--- src/rtl/fetch_unit.sv ---
// Instruction fetch unit: issues one word read per instruction, holds the
// returned word on EXEC until the control unit consumes it, and redirects
// on taken branches.
module fetch_unit #(
    parameter int unsigned     WIDTH    = 16,
    parameter logic [WIDTH-1:0] RESET_PC = '0
) (
    input  logic             CLOCK,
    input  logic             RESET,
    input  logic             STALL,
    input  logic             BR_TAKEN,
    input  logic [WIDTH-1:0] BR_TARGET,
    output logic             MEM_REQ,
    output logic [WIDTH-1:0] MEM_ADDR,
    input  logic             MEM_ACK,
    input  logic [WIDTH-1:0] MEM_RDATA,
    output logic [WIDTH-1:0] EXEC,
    output logic             EXEC_VALID,
    output logic [WIDTH-1:0] PC_OUT
);

    typedef enum logic [1:0] {
        S_IDLE = 2'd0,
        S_REQ  = 2'd1,
        S_HOLD = 2'd2
    } state_e;

    state_e           state_q, state_d;
    logic [WIDTH-1:0] pc_q, pc_d;
    logic [WIDTH-1:0] exec_q, exec_d;
    logic [WIDTH-1:0] pc_out_q, pc_out_d;
    logic             exec_valid_q, exec_valid_d;
    logic             mem_req_q, mem_req_d;

    // State register.
    always_ff @(posedge CLOCK) begin
        if (RESET) begin
            state_q <= S_IDLE;
        end else begin
            state_q <= state_d;
        end
    end

    // Datapath registers; reset wins over any coincident ack or redirect.
    always_ff @(posedge CLOCK) begin
        if (RESET) begin
            pc_q         <= RESET_PC;
            exec_q       <= '0;
            pc_out_q     <= '0;
            exec_valid_q <= 1'b0;
            mem_req_q    <= 1'b0;
        end else begin
            pc_q         <= pc_d;
            exec_q       <= exec_d;
            pc_out_q     <= pc_out_d;
            exec_valid_q <= exec_valid_d;
            mem_req_q    <= mem_req_d;
        end
    end

    // Next-state and datapath updates; a taken branch overrides everything.
    always_comb begin
        state_d      = state_q;
        pc_d         = pc_q;
        exec_d       = exec_q;
        pc_out_d     = pc_out_q;
        exec_valid_d = exec_valid_q;

        case (state_q)
            S_IDLE: begin
                state_d = S_REQ;
            end
            S_REQ: begin
                if (MEM_ACK) begin
                    exec_d       = MEM_RDATA;
                    pc_out_d     = pc_q;
                    pc_d         = pc_q + WIDTH'(1);
                    exec_valid_d = 1'b1;
                    state_d      = S_HOLD;
                end
            end
            S_HOLD: begin
                if (!STALL) begin
                    exec_valid_d = 1'b0;
                    state_d      = S_REQ;
                end
            end
            default: begin
                state_d      = S_IDLE;
                exec_valid_d = 1'b0;
            end
        endcase

        // Redirect discards any returning data and any held instruction.
        if (BR_TAKEN) begin
            pc_d         = BR_TARGET;
            exec_d       = exec_q;
            pc_out_d     = pc_out_q;
            exec_valid_d = 1'b0;
            state_d      = S_REQ;
        end
    end

    // Request is registered alongside the state so it is high exactly in REQ.
    always_comb begin
        mem_req_d = (state_d == S_REQ);
    end

    assign MEM_REQ    = mem_req_q;
    assign MEM_ADDR   = pc_q;
    assign EXEC       = exec_q;
    assign EXEC_VALID = exec_valid_q;
    assign PC_OUT     = pc_out_q;

endmodule

--- config.mk ---
export PLATFORM = sky130hd
export DESIGN_NAME = fetch_unit
export DESIGN_NICKNAME = d
export VERILOG_FILES = /design/src/rtl/fetch_unit.sv
export SDC_FILE = /design/constraint.sdc
export NUM_CORES = 1
export LEC_CHECK = 0
export CAP_MARGIN = 5
export CORE_UTILIZATION = 45
export CTS_BUF_LIST = sky130_fd_sc_hd__clkbuf_8
export CTS_CLUSTER_DIAMETER = 50
export DETAILED_ROUTE_END_ITERATION = 7
export PLACE_DENSITY = 0.83
export SLEW_MARGIN = 20
export SYNTH_ARGS = -nofsm -noshare
export SYNTH_HDL_FRONTEND = slang
export SYNTH_SLANG_ARGS = --single-unit
--- constraint.sdc ---
create_clock -name CLOCK -period 1.8 [get_ports CLOCK]
set_input_delay 0.36 -clock CLOCK [delete_from_list [all_inputs] [get_ports CLOCK]]
set_output_delay 0.36 -clock CLOCK [all_outputs]
set_load 0.05 [all_outputs]
==> results_dict.tcl <==
set metrics [dict create \
    syn-cell-area_um2 2190 \
    synthesis.nets 301 \
    syn_inst 263 \
    dr.pass1.iters 4 \
    vias 2106 \
    crit_fanout 7 \
    fmax_ghz 0.598 \
    slew_violations 0 \
    drt-wirelength-per-cell_um 13.1 \
    layout_common_cells "nand2_1, buf_4, dfxtp_1" \
    area_growth_syn_to_layout_pct 42.3 \
    grt_pass1_vias 1937 \
    diodes 0 \
    p_per_area_nw_per_um2 780 \
    fin_area_um2 3120 \
    crit_required_ps 1990 \
    cts_tree "yes" \
    dieArea_um2 5150 \
    ys.flop_type "dfxtp_1" \
    drt_iter0_drc 72 \
    maxCapViolations 0 \
    pin_count 87 \
    yosysWarningCount 0 \
    gp_congestion 0.784 \
    final_common_cell "nand2_1" \
    cts-root-buf "clkbuf_8" \
    holdWs_ps 404 \
    rsz0062_at_grt "yes" \
    clock_path_buffers 2 \
    drc_errors 0 \
    core_area_um2 4690 \
    ys_seq_area_share_pct 47.5 \
    grt_overflow 0 \
    portBuffers 86 \
    wl_um 5350 \
    die_w_um 71.8 \
    hpwl_um 3840 \
    grtUsageTotal_pct 21.2 \
    final_net_count 390 \
    synth-edff-count 0 \
    outcome "complete, no violations" \
    slew_headroom_pct 79.4 \
    die_height_um 71.8 \
    fin_crit_sh_pct 93.0 \
    skew_ps 6.05 \
    layout-drive-gt1-share_pct 24.4 \
    tightest_slew_ps 302 \
    grt_pass1_wl_um 8630 \
    setup_tns_ps 0 \
    vias_per_cell 5.17 \
    p_total_mw 2.43 \
    end_kind "flip-flop" \
    min_path_type "primary input to flip-flop" \
    clk_latency_ps 300 \
    ir_drop_mv 0.456 \
    setup_viol_count_final 0 \
    rows 25 \
    grt_max_degree 33 \
    postPlaceCellArea_um2 3030 \
    min_period_ps 1670 \
    cts_made_buffers 5 \
    synth-seq-cells 52 \
    clkSinkCount 52 \
    ant_nets 0 \
    post_cts_buffers 0 \
    syn_area_per_cell_um2 8.33 \
    utilization_pct 66.5 \
    antenna_found_initial 0 \
    worstPathArrival_ps 1870 \
    p_leak_nw 1.23 \
    start_util_pct 46.7 \
    hold_viol 0 \
    crit_type "flip-flop to flip-flop" \
    ys_types 35 \
    htree_levels 2 \
    start_kind "flip-flop" \
    clk_pin_slew_worst_paths_ps 90 \
    async_reset_ff_share_pct 0 \
]
==> final timing paths <==
path | startpoint | to | slack [ps] | cells after the start
hold / removal | RESET | MEM_ADDR[13]$_SDFFE_PP0P_ | 400 | 3
setup / recovery | MEM_ADDR[0]$_SDFFE_PP0P_ | MEM_ADDR[12]$_SDFFE_PP0P_ | 130 | 5
hold reg to reg | EXEC[11]$_SDFFE_PP0P_ | EXEC[11]$_SDFFE_PP0P_ | 460 | 2
setup reg to reg | MEM_ADDR[0]$_SDFFE_PP0P_ | MEM_ADDR[12]$_SDFFE_PP0P_ | 130 | 5
==> report_power, final <==
| group | internal [mW] | total, mW | switching, mW |
|---|---|---|---|
| clock network | 0.308 | 0.678 | 0.370 |
| registers | 1.20 | 1.26 | 0.0622 |
| logic | 0.197 | 0.489 | 0.291 |
==> cell usage after synthesis (all sizes together), types with 2 or more instances <==
master | instances | area, µm²
nand2 | 71 | 267
dfxtp | 52 | 1040
a21oi | 34 | 170
nor2 | 15 | 56.3
clkbuf | 11 | 41.3
xnor2 | 9 | 78.8
a211oi | 8 | 65.1
nor4 | 7 | 58.8
o21ai | 6 | 30.0
inv | 5 | 18.8
mux2i | 5 | 50.1
nand3 | 5 | 25.0
nor3 | 5 | 25.0
buf | 4 | 38.8
nand4 | 4 | 40.0
and3 | 3 | 18.8
a311oi | 2 | 17.5
nand2b | 2 | 12.5
nand4b | 2 | 17.5
or3 | 2 | 12.5
==> worst max-delay path: stages (launching register included) <==
cell and delay (ps):
dfxtp_2 400, ha_1 180, nand3_1 210, nor4_1 380
nor3_1 80, a2111oi_0 310
==> registers in the layout (all words and copies together) (netlist names) <==
signal,count
MEM_REQ,1
EXEC,16
PC_OUT,16
state_q,2
EXEC_VALID,1
MEM_ADDR,16
==> through the flow <==
step	worst slack (ps)	instances
2_1_floorplan	15.1	263
3_3_place_gp	-103	399
3_5_place_dp	-139	399
4_1_cts	114	407
5_1_grt	-9.22	407
6_report	127	407
==> routing by layer <==
layer | vias to the layer above | share of wire (%) | track usage (%) | wire length, µm
met5 | - | 0 | 0 | 0
met4 | 0 | 1.2 | 7.63 | 65
met3 | 7 | 6.5 | 4.64 | 346
met2 | 69 | 48 | 37.4 | 2570
met1 | 950 | 44 | 25.3 | 2370
li1 | 1080 | - | - | -
==> kinds of logic (layout without fill, tap and decap cells) <==
kind of cell	Yosys count	count (layout)	share of synthesized area, %
buf+inv	22	112	5.25
mux	5	5	2.28
simple gates	119	119	26.0
xor+xnor	9	9	3.60
compound gates	55	55	14.8
flops	52	52	47.5
fa+ha+maj	1	1	0.571
==> area by class of cell <==
type	instances	area, µm²
Fill cell	421	1570
Sequential cell	52	1050
Timing Repair Buffer	98	846
Inverter	6	22.5
Clock buffer	6	82.6
Tap cell	54	67.6
Clock inverter	2	10.0
Multi-Input combinational cell	189	1040
==> repair_timing <==
item / in CTS / in global routing
endpoints found under the setup margin: 0 / 2
hold buffers: 0 / 0
resized for setup: 0 / 0
No activity file was read; power rests on OpenSTA's default activity.
